**config.mk**
```make
export PLATFORM = sky130hd
export DESIGN_NAME = attr_fetch_ctrl
export DESIGN_NICKNAME = d
export VERILOG_FILES = /design/src/rtl/ppu_bg_pkg.sv /design/src/rtl/attr_addr_calc.sv /design/src/rtl/attr_fetch_ctrl.sv
export SDC_FILE = /design/constraint.sdc
export NUM_CORES = 1
export LEC_CHECK = 0
export CAP_MARGIN = 10
export CORE_MARGIN = 4
export CORE_UTILIZATION = 38
export DETAILED_ROUTE_END_ITERATION = 10
export PLACE_DENSITY = 0.72
export SYNTH_ARGS = -nofsm -noshare
export SYNTH_HDL_FRONTEND = slang
export SYNTH_HIERARCHICAL = 1
export SYNTH_SLANG_ARGS = --single-unit
```
**constraint.sdc**
```tcl
create_clock -name clk -period 2.7 [get_ports clk]
set_input_delay 0.54 -clock clk [delete_from_list [all_inputs] [get_ports clk]]
set_output_delay 0.54 -clock clk [all_outputs]
set_load 0.005 [all_outputs]
```
**src/rtl/ppu_bg_pkg.sv**
```systemverilog
// ppu_bg_pkg: shared types and constants for the background attribute fetch path.
// Holds the fetch FSM state encoding, mirroring-mode codes, default nametable
// geometry and the attribute-byte quadrant selector.
package ppu_bg_pkg;

  typedef enum logic [1:0] {
    ST_IDLE  = 2'd0,
    ST_ISSUE = 2'd1,
    ST_WAIT  = 2'd2,
    ST_OUT   = 2'd3
  } state_e;

  localparam logic [1:0] MIRROR_HORZ  = 2'b00;
  localparam logic [1:0] MIRROR_VERT  = 2'b01;
  localparam logic [1:0] MIRROR_SGL_A = 2'b10;
  localparam logic [1:0] MIRROR_SGL_B = 2'b11;

  localparam logic [13:0] NT_BASE_DEF  = 14'h2000;
  localparam logic [13:0] NT_SIZE_DEF  = 14'h0400;
  localparam logic [13:0] ATTR_OFS_DEF = 14'h03C0;

  // Pick the 2-bit palette field of an attribute byte; shift is always even.
  function automatic logic [1:0] attr_pick(input logic [7:0] attr, input logic [2:0] shift);
    logic [1:0] sel;
    case (shift)
      3'd0:    sel = attr[1:0];
      3'd2:    sel = attr[3:2];
      3'd4:    sel = attr[5:4];
      3'd6:    sel = attr[7:6];
      default: sel = 2'b00;
    endcase
    return sel;
  endfunction

endpackage

```
**src/rtl/attr_addr_calc.sv**
```systemverilog
// attr_addr_calc: combinational decode of a nametable address into the
// attribute byte address, the quadrant shift within that byte, and an error
// flag when the request itself points into the attribute area.
module attr_addr_calc
  import ppu_bg_pkg::*;
#(
  parameter logic [13:0] NT_BASE   = NT_BASE_DEF,
  parameter logic [13:0] NT_SIZE   = NT_SIZE_DEF,
  parameter int          TILE_COLS = 32,
  parameter int          TILE_ROWS = 30
) (
  input  logic [13:0] req_addr,
  input  logic [1:0]  mirror_mode,
  output logic [13:0] mem_addr,
  output logic [2:0]  shift,
  output logic        err
);

  localparam int ATTR_OFS = TILE_COLS * TILE_ROWS;

  logic [1:0] logical_s;
  logic [9:0] offset_s;
  logic [9:0] row_s;
  logic [9:0] col_s;
  logic       phys_s;
  logic [1:0] addr_hi_unused_s;

  assign addr_hi_unused_s = req_addr[13:12];
  assign logical_s        = req_addr[11:10];
  assign offset_s         = req_addr[9:0];
  assign row_s            = offset_s / 10'(TILE_COLS);
  assign col_s            = offset_s % 10'(TILE_COLS);

  // Fold the logical nametable onto one of the two physical tables.
  always_comb begin
    phys_s = 1'b0;
    case (mirror_mode)
      MIRROR_HORZ:  phys_s = logical_s[1];
      MIRROR_VERT:  phys_s = logical_s[0];
      MIRROR_SGL_A: phys_s = 1'b0;
      MIRROR_SGL_B: phys_s = 1'b1;
      default:      phys_s = 1'b0;
    endcase
  end

  // One attribute byte covers a 4x4 tile block; arithmetic wraps at 14 bits.
  assign mem_addr = NT_BASE
                  + (phys_s ? NT_SIZE : 14'd0)
                  + 14'(ATTR_OFS)
                  + 14'(row_s >> 2) * 14'(TILE_COLS / 4)
                  + 14'(col_s >> 2);

  // Quadrant within the 4x4 block picks one of four 2-bit fields.
  assign shift = {row_s[1], col_s[1], 1'b0};
  assign err   = ({1'b0, offset_s} >= 11'(ATTR_OFS));

endmodule

```
**src/rtl/attr_fetch_ctrl.sv**
```systemverilog
// attr_fetch_ctrl: turns a nametable tile address into a 2-bit background
// palette select by fetching the matching attribute byte from PPU memory.
// Build option ATTR_FETCH_CACHE_EN adds a one-entry attribute byte cache so
// neighbouring tiles sharing an attribute byte skip the memory read.
module attr_fetch_ctrl
  import ppu_bg_pkg::*;
#(
  parameter logic [13:0] NT_BASE   = NT_BASE_DEF,
  parameter logic [13:0] NT_SIZE   = NT_SIZE_DEF,
  parameter int          TILE_COLS = 32,
  parameter int          TILE_ROWS = 30
) (
  input  logic        clk,
  input  logic        rst_n,
  input  logic        req_valid,
  output logic        req_ready,
  input  logic [13:0] req_addr,
  input  logic [1:0]  mirror_mode,
  input  logic        cache_inval,
  output logic        mem_req,
  input  logic        mem_gnt,
  output logic [13:0] mem_addr,
  input  logic        mem_rd_valid,
  input  logic [7:0]  mem_rd_data,
  output logic        pal_valid,
  input  logic        pal_ready,
  output logic [1:0]  pal_sel,
  output logic        pal_err
);

  state_e      state_q, state_d;
  logic [13:0] mem_addr_q, mem_addr_d;
  logic [2:0]  shift_q, shift_d;
  logic [1:0]  pal_sel_q, pal_sel_d;
  logic        pal_err_q, pal_err_d;
  logic        mem_req_q, mem_req_d;
  logic        pal_valid_q, pal_valid_d;

  logic [13:0] calc_addr_s;
  logic [2:0]  calc_shift_s;
  logic        calc_err_s;
  logic        hit_s;
  logic [7:0]  hit_data_s;

  attr_addr_calc #(
    .NT_BASE   (NT_BASE),
    .NT_SIZE   (NT_SIZE),
    .TILE_COLS (TILE_COLS),
    .TILE_ROWS (TILE_ROWS)
  ) u_calc (
    .req_addr    (req_addr),
    .mirror_mode (mirror_mode),
    .mem_addr    (calc_addr_s),
    .shift       (calc_shift_s),
    .err         (calc_err_s)
  );

`ifdef ATTR_FETCH_CACHE_EN
  logic        cache_valid_q, cache_valid_d;
  logic [13:0] cache_tag_q, cache_tag_d;
  logic [7:0]  cache_data_q, cache_data_d;

  // An invalidate in the same cycle as a lookup suppresses the hit.
  assign hit_s      = cache_valid_q & ~cache_inval & (cache_tag_q == calc_addr_s);
  assign hit_data_s = cache_data_q;

  // Refill on every miss return; an invalidate on the fill cycle wins.
  always_comb begin
    cache_valid_d = cache_valid_q;
    cache_tag_d   = cache_tag_q;
    cache_data_d  = cache_data_q;
    if ((state_q == ST_WAIT) && mem_rd_valid) begin
      cache_valid_d = ~cache_inval;
      cache_tag_d   = mem_addr_q;
      cache_data_d  = mem_rd_data;
    end else begin
      cache_valid_d = cache_valid_q & ~cache_inval;
    end
  end

  // Cache entry storage; reset leaves it invalid.
  always_ff @(posedge clk or negedge rst_n) begin
    if (!rst_n) begin
      cache_valid_q <= 1'b0;
      cache_tag_q   <= 14'd0;
      cache_data_q  <= 8'd0;
    end else begin
      cache_valid_q <= cache_valid_d;
      cache_tag_q   <= cache_tag_d;
      cache_data_q  <= cache_data_d;
    end
  end
`else
  logic cache_inval_unused_s;

  assign cache_inval_unused_s = cache_inval;
  assign hit_s                = 1'b0;
  assign hit_data_s           = 8'd0;
`endif

  // Fetch sequencing: accept, issue the read, wait for data, hold the result.
  always_comb begin
    state_d    = state_q;
    mem_addr_d = mem_addr_q;
    shift_d    = shift_q;
    pal_sel_d  = pal_sel_q;
    pal_err_d  = pal_err_q;
    case (state_q)
      ST_IDLE: begin
        if (req_valid) begin
          shift_d = calc_shift_s;
          if (calc_err_s) begin
            state_d   = ST_OUT;
            pal_err_d = 1'b1;
            pal_sel_d = 2'b00;
          end else if (hit_s) begin
            state_d   = ST_OUT;
            pal_err_d = 1'b0;
            pal_sel_d = attr_pick(hit_data_s, calc_shift_s);
          end else begin
            state_d    = ST_ISSUE;
            pal_err_d  = 1'b0;
            mem_addr_d = calc_addr_s;
          end
        end else begin
          state_d = ST_IDLE;
        end
      end
      ST_ISSUE: begin
        // A data strobe alongside the grant is not the answer to this read.
        if (mem_gnt) begin
          state_d = ST_WAIT;
        end else begin
          state_d = ST_ISSUE;
        end
      end
      ST_WAIT: begin
        if (mem_rd_valid) begin
          state_d   = ST_OUT;
          pal_sel_d = attr_pick(mem_rd_data, shift_q);
        end else begin
          state_d = ST_WAIT;
        end
      end
      ST_OUT: begin
        if (pal_ready) begin
          state_d = ST_IDLE;
        end else begin
          state_d = ST_OUT;
        end
      end
      default: begin
        state_d = ST_IDLE;
      end
    endcase
  end

  assign mem_req_d   = (state_d == ST_ISSUE);
  assign pal_valid_d = (state_d == ST_OUT);

  // State and registered outputs; reset abandons any transaction in flight.
  always_ff @(posedge clk or negedge rst_n) begin
    if (!rst_n) begin
      state_q     <= ST_IDLE;
      mem_addr_q  <= 14'd0;
      shift_q     <= 3'd0;
      pal_sel_q   <= 2'd0;
      pal_err_q   <= 1'b0;
      mem_req_q   <= 1'b0;
      pal_valid_q <= 1'b0;
    end else begin
      state_q     <= state_d;
      mem_addr_q  <= mem_addr_d;
      shift_q     <= shift_d;
      pal_sel_q   <= pal_sel_d;
      pal_err_q   <= pal_err_d;
      mem_req_q   <= mem_req_d;
      pal_valid_q <= pal_valid_d;
    end
  end

  assign req_ready = (state_q == ST_IDLE);
  assign mem_req   = mem_req_q;
  assign mem_addr  = mem_addr_q;
  assign pal_valid = pal_valid_q;
  assign pal_sel   = pal_sel_q;
  assign pal_err   = pal_err_q;

endmodule

```
==> results of run 1 <==
==> worst max path at each step <==
stage / to / cells past startpoint / slack (ps) / from
global placement: mem_addr[12]$_DFFE_PN0P_ / 5 / 330 / req_valid
floorplan: mem_addr[10]$_DFFE_PN0P_ / 5 / 1080 / req_addr[7]
finish: mem_addr[10]$_DFFE_PN0P_ / 5 / 650 / req_valid
CTS: mem_addr[5]$_DFFE_PN0P_ / 5 / 630 / req_valid
global route: mem_addr[10]$_DFFE_PN0P_ / 5 / 580 / req_valid
detailed placement: mem_addr[11]$_DFFE_PN0P_ / 5 / 320 / req_valid
==> synth_stat cells, drive strengths merged (2+ instances only) <==
cell and count:
nand2 3, conb 2, dfrtp 24, nor3b 2, a21oi 2, mux2 16
buf 21, mux4 2, o22ai 2, nor2 4, o21ai 3, inv 6
==> cell type report <==
class / instances / area (µm²) / area share
Multi-Input combinational cell: 54 / 465 / 0.281
Tap cell: 44 / 55.1 / 0.0332
Timing Repair Buffer: 47 / 478 / 0.288
Clock buffer: 4 / 36.3 / 0.0219
Inverter: 6 / 22.5 / 0.0136
Sequential cell: 24 / 601 / 0.362
==> worst register-to-register path: stages, from the launching register on <==
cell	delay (ps)
dfrtp_1	500
nor3b_4	340
and2b_1	350
buf_12	190
mux2_4	300
==> layer usage <==
| layer | global-route usage | vias to the layer above |
|---|---|---|
| met5 | 0 | - |
| met4 | 0.0544 | 0 |
| met3 | 0.0393 | 4 |
| met2 | 0.201 | 32 |
| met1 | 0.128 | 386 |
| li1 | - | 379 |
==> state kept, by name, indices dropped and copies added (netlist names) <==
name	flops
shift_q	3
pal_err	1
mem_req	1
pal_valid	1
mem_addr	14
pal_sel	2
state_q	2
==> stage by stage <==
step / instance area [µm²] / utilization
6_report: 1660 / 0.539
5_1_grt: 1660 / 0.539
4_1_cts: 1660 / 0.539
3_5_place_dp: 1620 / 0.527
3_3_place_gp: 1620 / 0.527
2_1_floorplan: 1260 / -
==> logic make-up after synthesis <==
kind of cell	after synthesis	synth area share
AND/OR/NAND/NOR	17	0.0858
flip-flops	24	0.484
AO/OA/AOI/OAI	11	0.0565
other	2	0.00606
multiplexers	18	0.209
buffers and inverters	27	0.158
==> power groups by stage <==
stage          sequential (W)  combinational [W]  clock (W)
3_5_place_dp         0.000675           0.000776          0
3_3_place_gp         0.000668           0.000754          0
4_1_cts              0.000672           0.000779   0.000192
2_1_floorplan        0.000642           0.000449          0
6_report             0.000669           0.000766   0.000184
5_1_grt              0.000699           0.000828   0.000208
==> flow_summary.ini, run 1 <==
[global_route]
grt_antenna_before_repair = 0
grt_max_degree = 25
grt_pass1_vias = 878
grt_overflow_total = 0
grt_pass1_wl_um = 3790
grt_usage = 0.116

[setup_path]
crit_buf_inv = 2
ff2ff_setup_slack_ps = 920
r2r_end = mem_addr[10]$_DFFE_PN0P_
critical_path.top_delay_family = buffers and inverters
crit_path_cell_trace = clkdlybuf4s50_1, nor3b_4, and2b_1, buf_12, mux2_4
timing.rr.start = state_q[1]$_DFF_PN0_
cp.arrival_ps = 2250
ff2ff_path_depth = 4
cp_slowest_cell = clkdlybuf4s50_1
critPathMaxStageDelay_ps = 540
cp_max_fo = 10
criticalPathCategory = primary input to flop
crit_path_end_kind = flop
crit_required_ps = 2900
start_kind = primary input

[placed_design]
hpwl_um = 1810
gp_congestion = 0.819
dp.cells = 175
port_buffers = 45
place_ws_ps = 321

[logic_synthesis]
synth.distinct_cells = 29
synth_edf_count = 0
syn_area_per_cell_um2 = 12.5
synth_area_um2 = 1240
synth_flop_cell = dfrtp_1
ys.warnings.count = 6
ys_seq_area_frac = 0.484
synth-seq-cells = 24
synth_top_cell_by_area = dfrtp_1
syn_inst = 99
async_reset_ff_frac = 1.00
synth_area_leaders = dfrtp_1 48%, buf_4 12%, mux2_4 11%
netlist.area_leader.share = 0.484

[worst_hold_path]
whs_endpoint = pal_err$_DFFE_PN0P_
hp-class = flop to flop
worstHoldStart = pal_err$_DFFE_PN0P_
min_path_cells = 2

[die]
core_um2 = 3080
die_x_um = 65.1
io_pins = 51
initial_core_util = 0.403
row_count = 20
die-area_um2 = 4240
die_y_um = 65.1

[sta]
fmax_ghz = 0.488
finalHoldViolations = 0
fin_crit_sh = 0.759
fin_skew_ps = 11.2
slew_viol_final = 0
whs_ps = 517
setup_slack_ps = 650
setup_viol = 0
rsz0062_at_grt = no
finalCriticalPeriod_ps = 2050
fin_setup_tns_ps = 0

[route]
post_drt_wl_per_cell_um = 12.8
top_layer_used = met4
wl_met1_um = 968
first_pass_iters = 4
detail_route.vias_per_cell = 4.47
finalWirelength_um = 2300
drtAntennaViolNets = 0
wl_met3_um = 203
drc_errors = 0
wl_met2_um = 1100
num_vias = 801
drtIter0Drc = 35

[cts]
post-cts-setup-buffers = 0
ctsResizeCount = 0
clk_latency_ps = 310
path_clk_slew_ps = 130
cts_tree = done
numCtsBuffers = 3
htree_levels = 1
clockBufferDepth = 2
cts.sinks = 24
ctsHoldBuffers = 0
cts_root_buf = clkbuf_4

[power_and_ir_drop]
pwr-share-clk = 0.113
total_power_w = 0.00162
peakVddDrop_mv = 0.420
p_switching_w = 0.000462
p_per_area_nw_per_um2 = 976
combPwrFrac = 0.473
p_int_w = 0.00116
pwr-share-seq = 0.414
switching_share = 0.286
p_leak_nw = 0.711

[cells_and_area]
fin_cells = 179
num_antenna_cells = 0
final_common_cell = clkdlybuf4s50_1
fill_cells = 279
drive_above_1_share = 0.200
syn_to_final_growth_pct = 33.7
layout.nets = 167
layout_common_cells = 45 x clkdlybuf4s50_1, 24 x dfrtp_1, 9 x mux2_4, 8 x conb_1, 7 x mux2_2

[job]
max-cap-violations = 0

[status]
outcome = complete, no violations
(Power assumes the default switching activity.)
==> run 2: changes to the inputs <==
- clock period: 2.7 -> 1.9 ns (I/O delays scaled with it)
==> run 2 against run 1 <==
- flip-flop and latch count is the same
- via count down 0.25%
- worst setup slack got worse by 590 ps
- clock power up 15%
- combinational power grew 46%
- critical path depth is 3 lower
- die area unchanged
- non-clock buffer count increased by 5
- final area is 1.4% higher
- sequential share of layout area decreased by 0.51 points
- power grew 41%
- final cell count increased by 2.2%
- critical path type is now flop to output pin
==> flow_summary.ini, run 2 (synthesis results as in run 1) <==
[die]
die_x_um = 65.1
die_y_um = 65.1
row_count = 20
die-area_um2 = 4240
io_pins = 51
core_um2 = 3080
initial_core_util = 0.403

[setup_path]
crit_path_end_kind = output pin
start_kind = flop
ff2ff_path_depth = 4
ff2ff_setup_slack_ps = 340
crit_required_ps = 1520
timing.rr.start = state_q[1]$_DFF_PN0_
criticalPathCategory = flop to output pin
critPathMaxStageDelay_ps = 510
cp_max_fo = 9
cp_slowest_cell = clkdlybuf4s50_1
crit_path_cell_trace = nor2_1, clkdlybuf4s50_1
cp.arrival_ps = 1460
r2r_end = mem_addr[0]$_DFFE_PN0P_

[sta]
fmax_ghz = 0.544
fin_skew_ps = 6.44
fin_crit_sh = 0.967
rsz0062_at_grt = no
finalHoldViolations = 0
setup_viol = 0
slew_viol_final = 0
whs_ps = 418
finalCriticalPeriod_ps = 1840

[cells_and_area]
layout.nets = 172
layout_common_cells = 45 x clkdlybuf4s50_1, 24 x dfrtp_1, 9 x mux2_4, 8 x conb_1, 7 x mux2_2
register_area_um2 = 601
multi_input_area_um2 = 465
utilization = 0.546
drive_above_1_share = 0.223
final_common_cell = clkdlybuf4s50_1
num_antenna_cells = 0
fill_cells = 299
syn_to_final_growth_pct = 35.6
largest_register_ff_count = 14

[global_route]
grt_pass1_wl_um = 3880
grt_max_degree = 25
grt_pass1_vias = 853
grt_usage = 0.119
grt_overflow_total = 0
grt_antenna_before_repair = 0

[cts]
cts.sinks = 24
htree_levels = 1
cts_tree = done
ctsResizeCount = 0
numCtsBuffers = 3
cts_root_buf = clkbuf_4
post-cts-setup-buffers = 0
clk_latency_ps = 300
ctsHoldBuffers = 0
clockBufferDepth = 2
path_clk_slew_ps = 120

[power_and_ir_drop]
p_switching_w = 0.000654
pwr-share-clk = 0.092
peakVddDrop_mv = 0.706
total_power_w = 0.00229
switching_share = 0.286
p_int_w = 0.00163
combPwrFrac = 0.491
p_per_area_nw_per_um2 = 1360
pwr-share-seq = 0.417
p_leak_nw = 0.729

[route]
detail_route.vias_per_cell = 4.37
post_drt_wl_per_cell_um = 12.6
drc_errors = 0
drtIter0Drc = 40
top_layer_used = met3
finalWirelength_um = 2310
first_pass_iters = 4
wl_met1_um = 989
num_vias = 799
drtAntennaViolNets = 0
wl_met3_um = 218
wl_met2_um = 1100

[placed_design]
gp_congestion = 0.802
hpwl_um = 1860
port_buffers = 45

[status]
outcome = complete, no violations

[worst_hold_path]
hp-class = primary input to asynchronous set/reset pin

[job]
max-cap-violations = 0
[run 2: cell count changes in the layout (fill, tap and decap cells not counted), sizes merged]
cell | before | now
buf | 2 | 7
clkbuf | 4 | 3
[run 2: cell type report]
| type | instances | share of cell area |
|---|---|---|
| sequential | 24 | 0.357 |
| timing repair buffer | 52 | 0.307 |
| multi-input combinational | 54 | 0.277 |
| tap | 44 | 0.0327 |
| clock buffer | 3 | 0.0134 |
| inverter | 6 | 0.0134 |
[run 2: metrics by stage]
step,instances,setup WS [ps],area (µm²),setup TNS [ps]
floorplan,105,322,1260,0
finish,183,62.8,1680,0
detailed placement,180,-44.1,1660,-156
CTS,183,44.4,1680,0
global route,183,6.35,1680,0
global placement,180,-12.5,1660,-40.6
[run 2: worst max-delay path: cells and delay by family, from the launching register on]
family        cells  cell delay, ps
buf+inv           1             510
flops             1             500
simple gates      1             140
[run 2: worst max path at each step]
stage	start	endpoint	slack, ps
6_report	state_q[1]$_DFF_PN0_	req_ready	60
5_1_grt	state_q[1]$_DFF_PN0_	req_ready	6
4_1_cts	state_q[1]$_DFF_PN0_	req_ready	40
3_5_place_dp	req_addr[7]	mem_addr[0]$_DFFE_PN0P_	-40
3_3_place_gp	req_addr[7]	mem_addr[1]$_DFFE_PN0P_	-10
2_1_floorplan	state_q[1]$_DFF_PN0_	mem_addr[10]$_DFFE_PN0P_	320
[run 2: power by group through the flow]
stage	combinational [W]	clock, W	sequential [W]
final	0.00112	0.000211	0.000953
after global routing	0.00122	0.000241	0.00100
after CTS	0.00114	0.000220	0.000959
after detailed placement	0.00114	0	0.000958
after global placement	0.00111	0	0.000948
after floorplan	0.000639	0	0.000912
[run 2: layer usage]
layer  global-route usage  vias to the layer above
li1                     -                      388
met1                0.143                      376
met2                0.202                       35
met3               0.0376                        0
met4               0.0389                        0
met5                    0                        -
